## src/rtl/pipe_skid_stage.sv

```systemverilog
// pipe_skid_stage -- elastic pipeline register with a 2-entry skid buffer.
//
// This stage sits at a core stage boundary (IF/ID, ID/EX, EX/MEM, MEM/WB).
// in_ready is a flop, so there is no combinational path from out_ready back
// to the upstream stage. A synchronous flush drops every held entry and any
// payload offered in the same cycle. occ reports the number of held entries
// to the hazard logic.
//
// Optional feature: define PIPE_SKID_PERF_EN to add the CNT_W parameter and
// the stall_cnt and bubble_cnt saturating performance counters. The default
// build leaves the macro undefined.
//
// state   | meaning
// --------+--------------------------------------------------------------
// S_EMPTY | nothing held; out_valid=0, in_ready=1, occ=0
// S_ONE   | main register valid; in_ready=1, occ=1
// S_TWO   | main and skid registers valid; in_ready=0, occ=2

module pipe_skid_stage #(
   parameter int                DATA_W   = 32,
   parameter logic [DATA_W-1:0] RST_DATA = '0
`ifdef PIPE_SKID_PERF_EN
   ,
   parameter int                CNT_W    = 16
`endif
) (
   input  logic              clk,
   input  logic              rstn,
   input  logic              flush,
   input  logic              in_valid,
   output logic              in_ready,
   input  logic [DATA_W-1:0] in_data,
   output logic              out_valid,
   input  logic              out_ready,
   output logic [DATA_W-1:0] out_data,
   output logic [1:0]        occ
`ifdef PIPE_SKID_PERF_EN
   ,
   output logic [CNT_W-1:0]  stall_cnt,
   output logic [CNT_W-1:0]  bubble_cnt
`endif
);

   typedef enum logic [1:0] {
      S_EMPTY = 2'd0,
      S_ONE   = 2'd1,
      S_TWO   = 2'd2
   } state_t;

   state_t            state_q;
   state_t            state_nxt;
   logic              in_ready_q;
   logic [DATA_W-1:0] main_q;
   logic [DATA_W-1:0] skid_q;

   logic              in_fire;
   logic              out_fire;
   logic              load_main_in;
   logic              load_main_skid;
   logic              load_skid;

   assign in_fire  = in_valid & in_ready_q;
   assign out_fire = out_valid & out_ready;

   // State register. Reset is asynchronous, so both entries are dropped at once.
   always_ff @(posedge clk or negedge rstn) begin
      if (!rstn) begin
         state_q <= S_EMPTY;
      end else begin
         state_q <= state_nxt;
      end
   end

   // Next-state logic. Flush wins over any simultaneous in_fire or out_fire.
   always_comb begin
      state_nxt = state_q;
      if (flush) begin
         state_nxt = S_EMPTY;
      end else begin
         case (state_q)
            S_EMPTY: begin
               if (in_fire) begin
                  state_nxt = S_ONE;
               end
            end
            S_ONE: begin
               if (in_fire && !out_ready) begin
                  state_nxt = S_TWO;
               end else if (out_fire && !in_fire) begin
                  state_nxt = S_EMPTY;
               end
            end
            S_TWO: begin
               if (out_fire) begin
                  state_nxt = S_ONE;
               end
            end
            default: begin
               state_nxt = S_EMPTY;
            end
         endcase
      end
   end

   // Output decode and data-path load enables. A flush suppresses every capture.
   always_comb begin
      out_valid      = 1'b0;
      occ            = 2'd0;
      load_main_in   = 1'b0;
      load_main_skid = 1'b0;
      load_skid      = 1'b0;
      case (state_q)
         S_EMPTY: begin
            out_valid    = 1'b0;
            occ          = 2'd0;
            load_main_in = in_fire & ~flush;
         end
         S_ONE: begin
            out_valid    = 1'b1;
            occ          = 2'd1;
            load_main_in = in_fire & out_fire & ~flush;
            load_skid    = in_fire & ~out_ready & ~flush;
         end
         S_TWO: begin
            out_valid      = 1'b1;
            occ            = 2'd2;
            load_main_skid = out_fire & ~flush;
         end
         default: begin
            out_valid = 1'b0;
            occ       = 2'd0;
         end
      endcase
   end

   // in_ready is registered from the next state only, so out_ready never
   // reaches it combinationally.
   always_ff @(posedge clk or negedge rstn) begin
      if (!rstn) begin
         in_ready_q <= 1'b1;
      end else begin
         in_ready_q <= (state_nxt != S_TWO);
      end
   end

   assign in_ready = in_ready_q;

   // Main and skid data registers. Flush does not clear them; only the valid
   // state is dropped.
   always_ff @(posedge clk or negedge rstn) begin
      if (!rstn) begin
         main_q <= RST_DATA;
         skid_q <= RST_DATA;
      end else begin
         if (load_main_in) begin
            main_q <= in_data;
         end else if (load_main_skid) begin
            main_q <= skid_q;
         end
         if (load_skid) begin
            skid_q <= in_data;
         end
      end
   end

   assign out_data = main_q;

`ifdef PIPE_SKID_PERF_EN
   // Backpressure counter. It saturates, clears only on reset and ignores flush.
   always_ff @(posedge clk or negedge rstn) begin
      if (!rstn) begin
         stall_cnt <= '0;
      end else if (out_valid && !out_ready && (stall_cnt != {CNT_W{1'b1}})) begin
         stall_cnt <= stall_cnt + CNT_W'(1);
      end
   end

   // Empty-output counter. It saturates, clears only on reset and ignores flush.
   always_ff @(posedge clk or negedge rstn) begin
      if (!rstn) begin
         bubble_cnt <= '0;
      end else if (!out_valid && (bubble_cnt != {CNT_W{1'b1}})) begin
         bubble_cnt <= bubble_cnt + CNT_W'(1);
      end
   end
`endif

endmodule

```

## config.mk

```make
export PLATFORM = sky130hd
export DESIGN_NAME = pipe_skid_stage
export DESIGN_NICKNAME = d
export VERILOG_FILES = /design/src/rtl/pipe_skid_stage.sv
export SDC_FILE = /design/constraint.sdc
export NUM_CORES = 1
export LEC_CHECK = 0
export BUFFER_PORTS_ARGS = -buffer_cell sky130_fd_sc_hd__buf_2
export CAP_MARGIN = 20
export CORE_MARGIN = 1
export CORE_UTILIZATION = 57
export DETAILED_ROUTE_END_ITERATION = 7
export GPL_ROUTABILITY_DRIVEN = 0
export GPL_TIMING_DRIVEN = 0
export HOLD_SLACK_MARGIN = 0.02
export PLACE_DENSITY = 0.95
export SYNTH_ARGS = -nofsm -noshare
export SYNTH_HDL_FRONTEND = slang
export SYNTH_SLANG_ARGS = --single-unit
```

## constraint.sdc

```tcl
create_clock -name clk -period 4.7 [get_ports clk]
set_input_delay 0 -clock clk [delete_from_list [all_inputs] [get_ports clk]]
set_output_delay 0 -clock clk [all_outputs]
set_load 0.05 [all_outputs]
```

==> impl_metrics.tcl, run 1 <==
set metrics [dict create \
    hold_viol 0 \
    clk_latency_ns 0.33 \
    power.internal_mw 1.274 \
    setup_viol 0 \
    setup_slack_ns 2.648 \
    worst_ep_arrival_time_ns 2.32 \
    crit_fanout 10 \
    synth_cell_types 29 \
    die_h_um 73.35 \
    antenna_left 0 \
    die_area_um2 5379 \
    start_util 0.6023 \
    fin_crit_ns 2.052 \
    ios 73 \
    yosys.area_share.simple 0.1026 \
    irDropWorstVdd_v 0.0003304 \
    crit_path_end_kind "flip-flop" \
    min_from "out_ready" \
    postCtsSetupBuffers 0 \
    io_buffers 72 \
    tightest_slew_ns 0.8232 \
    grt.total_usage 0.2774 \
    num_rows 25 \
    drcViolationCount 0 \
    crit_path_start_kind "flip-flop" \
    syn_area_per_cell_um2 13.88 \
    ctsRootBufferMaster "clkbuf_8" \
    antenna_found_initial 0 \
    holdBufCountCts 34 \
    synth_cells 209 \
    synth_edf_count 0 \
    core_area_um2 4817 \
    synth_top_family_by_area "compound AO/OA/AOI/OAI gates" \
    ys_async_sr_fraction 1.000 \
    nFillCells 283 \
    synth_nets 251 \
    ys_top_cells_by_area "dfrtp_1, a221o_1, mux2_2" \
    status "finished, final reports clean" \
    cts_made_buffers 9 \
    switching_share 0.3828 \
    clockPowerShare 0.229 \
    synth_xor_area_frac 0 \
    synth-seq-cells 67 \
    synthMuxAreaShare 0.1242 \
    routedWlPerCell_um 16.92 \
    htree_levels 3 \
    layout-drive-gt1-share 0.4048 \
    fp.dieW_um 73.35 \
    rsz0062_at_grt "no" \
    critPathKind "flip-flop to flip-flop" \
    grt_pass1_wl_mm 10.97 \
    tritoncts "yes" \
    nets 368 \
    yosysSeqAreaShare 0.5783 \
    drt_first_pass_iters 4 \
    relSlewSlack 0.4512 \
    p_leak_nw 1.853 \
    reg2reg_depth 6 \
    final.period_utilization 0.4366 \
    finalWirelength_mm 6.734 \
    seqPwrFrac 0.423 \
    yosys_warnings 0 \
    post_cts_resized 0 \
    synthFlopType "dfrtp_1" \
    crit_start "state_q[0]" \
    path_clk_slew_ns 0.07 \
    syn-cell-area_um2 2902 \
    area_delta_synth_final_pct 33.81 \
    drt_iter0_drc 152 \
    reg2reg_from "state_q[0]" \
    via_count 2222 \
    gr-total-overflow 0 \
    synth_top_area_frac 0.5692 \
    cts_buffer_depth 2 \
    p_switching_mw 0.7904 \
    combPwrFrac 0.348 \
    grt_pass1_vias 2424 \
    synth_most_common_cell "dfrtp_1" \
    whs_path_depth 3 \
    hp-class "input pin to flip-flop" \
    grt_max_degree 68 \
    dpl.hpwl_mm 3.927 \
    antenna_cells 0 \
    p_per_area_nw_per_um2 531.8 \
    synthAdderAreaFrac 0.02156 \
    clock-sinks 67 \
    fin_skew_ns 0.006565 \
    synth_top_cell_by_area "dfrtp_1" \
    slew_violations 0 \
    tns_ns 0 \
    viasPerCell 5.583 \
    place_ws_ns 2.649 \
    synth_commonest_cells "dfrtp_1, and2_1, a221o_1" \
    synth_compound_area_frac 0.1423 \
    cp.required_ns 4.97 \
    fmax_mhz 487.3 \
    maxCapViolations 0 \
]
[routing by layer]
metal | wire length, um | part of all wire | GRT usage | vias up
met5 | 0 | 0 | 0 | -
met4 | 193 | 0.029 | 0.1517 | 0
met3 | 355 | 0.053 | 0.06447 | 19
met2 | 3501 | 0.52 | 0.4866 | 78
met1 | 2683 | 0.40 | 0.3124 | 1111
li1 | - | - | - | 1014
[kinds of logic (layout without fill, tap and decap cells)]
group           count (synthesis)  in the layout
compound gates                 45             45
mux                            32             32
flops                          67             67
buf+inv                        15            137
fa+ha+maj                       5              5
simple gates                   45             45
[area by class of cell]
class | instances | area, um2 | area share
plain buffers | 12 | 78.83 | 0.02030
clock buffers | 11 | 141.4 | 0.03642
clock inverters | 5 | 52.55 | 0.01354
inverters | 3 | 11.26 | 0.002900
multi-input cells | 127 | 1134 | 0.2920
flip-flops and latches | 67 | 1678 | 0.4322
well taps | 67 | 83.83 | 0.02159
repair buffers | 106 | 703.2 | 0.1811
[layout by cell type, fill, tap and decap left out, drive strengths merged]
| cell type | n |
|---|---|
| o221ai | 1 |
| buf | 81 |
| a221o | 32 |
| bufinv | 1 |
| nor2 | 2 |
| and2 | 33 |
| a21boi | 2 |
| o22ai | 1 |
| clkbuf | 14 |
| dlygate4sd3 | 34 |
| nand2b | 2 |
| nor4b | 1 |
| nand2 | 3 |
| a21oi | 1 |
| a211oi | 2 |
| nor3 | 1 |
| o21ai | 4 |
| o221a | 1 |
| mux2 | 32 |
| nor4 | 1 |
| and3b | 1 |
| dfrtp | 66 |
| a31oi | 1 |
| clkinvlp | 1 |
| clkinv | 3 |
| inv | 3 |
| nand3 | 1 |
| dfstp | 1 |
| ha | 5 |
[registers in the layout, summed over array words and instances (netlist names)]
signal,count
out_data,32
skid_q,32
state_q,2
in_ready,1
[worst max-delay path, stage by stage, from the launching register on]
cell and delay (ns):
dfrtp_1 0.43, inv_1 0.11, ha_1 0.38, nand2_2 0.11, nor4_2 0.45, buf_2 0.32, a221o_1 0.18
[power groups by stage]
stage | Sequential (mW) | Combinational, mW | Clock [mW]
after floorplan | 1.16 | 0.228 | 0
after global placement | 0.864 | 0.672 | 0
after detailed placement | 0.877 | 0.693 | 0
after CTS | 0.868 | 0.716 | 0.477
after global routing | 0.895 | 0.758 | 0.502
final | 0.873 | 0.719 | 0.472
[metrics by stage]
stage | instance area [um2] | std cells | util | hold slack (ns) | power, mW
floorplan | 2902 | 209 | - | -0.2956 | 1.385
global placement | 3346 | 348 | 0.6945 | 0.2279 | 1.536
detailed placement | 3348 | 348 | 0.6951 | 0.1521 | 1.571
CTS | 3882 | 398 | 0.8060 | 0.1542 | 2.060
global route | 3882 | 398 | 0.8060 | 0.1888 | 2.155
finish | 3882 | 398 | 0.8060 | 0.1850 | 2.065
[path summary, 6_finish.rpt]
path / slack (ns) / to
min in group asynchronous: 0.31 / out_data[9]
worst min register to register: 0.50 / skid_q[28]
worst max register to register: 2.65 / out_data[19]
max in group asynchronous: 3.85 / out_data[19]
worst min-delay path: 0.18 / skid_q[31]
worst max-delay path: 2.65 / out_data[19]
Power figures use the tool's default switching activity.
==> inputs of run 2 (changes only) <==
--- a/config.mk
+++ b/config.mk
@@ -8,12 +8,12 @@
 export BUFFER_PORTS_ARGS = -buffer_cell sky130_fd_sc_hd__buf_2
 export CAP_MARGIN = 20
 export CORE_MARGIN = 1
-export CORE_UTILIZATION = 57
+export CORE_UTILIZATION = 52
 export DETAILED_ROUTE_END_ITERATION = 7
 export GPL_ROUTABILITY_DRIVEN = 0
 export GPL_TIMING_DRIVEN = 0
 export HOLD_SLACK_MARGIN = 0.02
-export PLACE_DENSITY = 0.95
+export PLACE_DENSITY = 0.9
 export SYNTH_ARGS = -nofsm -noshare
 export SYNTH_HDL_FRONTEND = slang
 export SYNTH_SLANG_ARGS = --single-unit
==> constraint.sdc (replaced) <==
create_clock -name clk -period 2.03 [get_ports clk]
set_input_delay 0 -clock clk [delete_from_list [all_inputs] [get_ports clk]]
set_output_delay 0 -clock clk [all_outputs]
set_load 0.05 [all_outputs]
==> run 2 against run 1 <==
Compared with the run above: final cell count increased by 1.5%; cell area is 2.3% higher; maximum frequency grew 3.3%; utilization decreased by 4.8 points; global-route usage shrank 2.9 points; sequential cell count is the same.
==> impl_metrics.tcl, run 2 (synthesis gave the netlist of run 1 again) <==
set metrics [dict create \
    maxCapViolations 0 \
    hold_viol 0 \
    nets 371 \
    antenna_cells 0 \
    viasPerCell 5.572 \
    gr-total-overflow 0 \
    grt.total_usage 0.2486 \
    crit_path_end_kind "flip-flop" \
    cts_made_buffers 9 \
    final_cell_mix "buf_2, dfrtp_1, dlygate4sd3_1" \
    grt_pass1_vias 2403 \
    tritoncts "yes" \
    fin_skew_ns 0.007983 \
    ios 73 \
    irDropWorstVdd_v 0.0008945 \
    hp-class "input pin to flip-flop" \
    fmax_mhz 503.5 \
    holdWs_ns 0.1671 \
    cp.required_ns 2.25 \
    multiInputGateArea_um2 1165 \
    start_util 0.5540 \
    mostFrequentLayoutCell "buf_2" \
    p_leak_nw 1.885 \
    place_ws_ns -0.01421 \
    antenna_found_initial 0 \
    clock-sinks 67 \
    fin_util 0.7582 \
    cts_buffer_depth 2 \
    relSlewSlack 0.4465 \
    dpl.hpwl_mm 4.068 \
    die_h_um 76.70 \
    slew_violations 0 \
    antenna_left 0 \
    final_cells 404 \
    setup_viol 0 \
    via_count 2251 \
    ctsRootBufferMaster "clkbuf_8" \
    die_area_um2 5883 \
    setup_slack_ns 0.04399 \
    area_delta_synth_final_pct 36.87 \
    grt_pass1_wl_mm 11.21 \
    layout-drive-gt1-share 0.4251 \
    status "finished, final reports clean" \
    finalWirelength_mm 6.734 \
    drt_iter0_drc 108 \
    tightest_slew_ns 0.8302 \
    tns_ns 0 \
    clk_latency_ns 0.34 \
    num_rows 26 \
    place_inst 351 \
    worst_ep_arrival_time_ns 2.21 \
    routedWlPerCell_um 16.67 \
    rsz0062_at_grt "yes" \
    io_buffers 72 \
    fin_crit_ns 1.986 \
    crit_fanout 10 \
    seqCellArea_um2 1680 \
    htree_levels 3 \
    drcViolationCount 0 \
    path_clk_slew_ns 0.08 \
    drt_first_pass_iters 4 \
    crit_path_start_kind "flip-flop" \
    core_area_um2 5238 \
    p_per_area_nw_per_um2 1237 \
    grt_max_degree 68 \
    critPathKind "flip-flop to flip-flop" \
    final.period_utilization 0.9783 \
    fp.dieW_um 76.70 \
    nFillCells 331 \
]
[run 2: routing by layer]
layer  vias up  wire length (um)  global-route usage  part of all wire
met1      1127              2755              0.3035              0.41
met5         -                 0                   0                 0
met4         0               137             0.09808             0.020
met3        18               353             0.07262             0.052
met2        88              3487              0.4134              0.52
li1       1018                 -                   -                 -
[run 2: final cells by class]
| class | count | share of cell area |
|---|---|---|
| flip-flops and latches | 67 | 0.4231 |
| clock buffers | 9 | 0.03119 |
| plain buffers | 12 | 0.02174 |
| clock inverters | 7 | 0.02300 |
| multi-input cells | 127 | 0.2933 |
| well taps | 70 | 0.02205 |
| inverters | 3 | 0.002836 |
| repair buffers | 109 | 0.1827 |
[run 2: worst paths after layout]
| kind | startpoint | to | slack [ns] | cells past startpoint |
|---|---|---|---|---|
| hold / removal | out_ready | skid_q[31] | 0.17 | 3 |
| setup reg to reg | state_q[1] | out_data[8] | 0.04 | 7 |
| min in group asynchronous | rstn | skid_q[19] | 0.29 | 2 |
| setup / recovery | state_q[1] | out_data[8] | 0.04 | 7 |
| hold reg to reg | skid_q[6] | skid_q[6] | 0.50 | 1 |
| max in group asynchronous | rstn | state_q[0] | 1.13 | 2 |
[run 2: power breakdown]
part	switching, mW	total [mW]	internal, mW	leakage (nW)
logic	1.08	1.69	0.604	0.949
registers	0.251	2.02	1.77	0.827
clock network	0.515	1.20	0.689	0.109
[run 2: per-stage QoR]
stage / area, um2 / total power, mW
6_report: 3971 / 4.912
5_1_grt: 3971 / 5.150
4_1_cts: 3914 / 4.905
3_5_place_dp: 3357 / 3.641
3_3_place_gp: 3354 / 3.560
2_1_floorplan: 2907 / 3.208
[run 2: worst max-delay path, stage by stage, from the launching register on]
cell	delay, ns
dfrtp_2	0.40
inv_1	0.09
ha_2	0.23
nand2b_1	0.21
o22ai_1	0.20
nand2b_1	0.16
clkbuf_4	0.23
a221o_1	0.36
[run 2: timing repair]
action | 4_1_cts | 5_1_grt
buffers inserted | 0 | 3
hold buffers | 34 | 0
endpoints found under the setup margin | 18 | 30
gates cloned | 0 | 0
resized for setup | 1 | 10
pin swaps | 0 | 0
endpoints found under the hold margin | 132 | 0
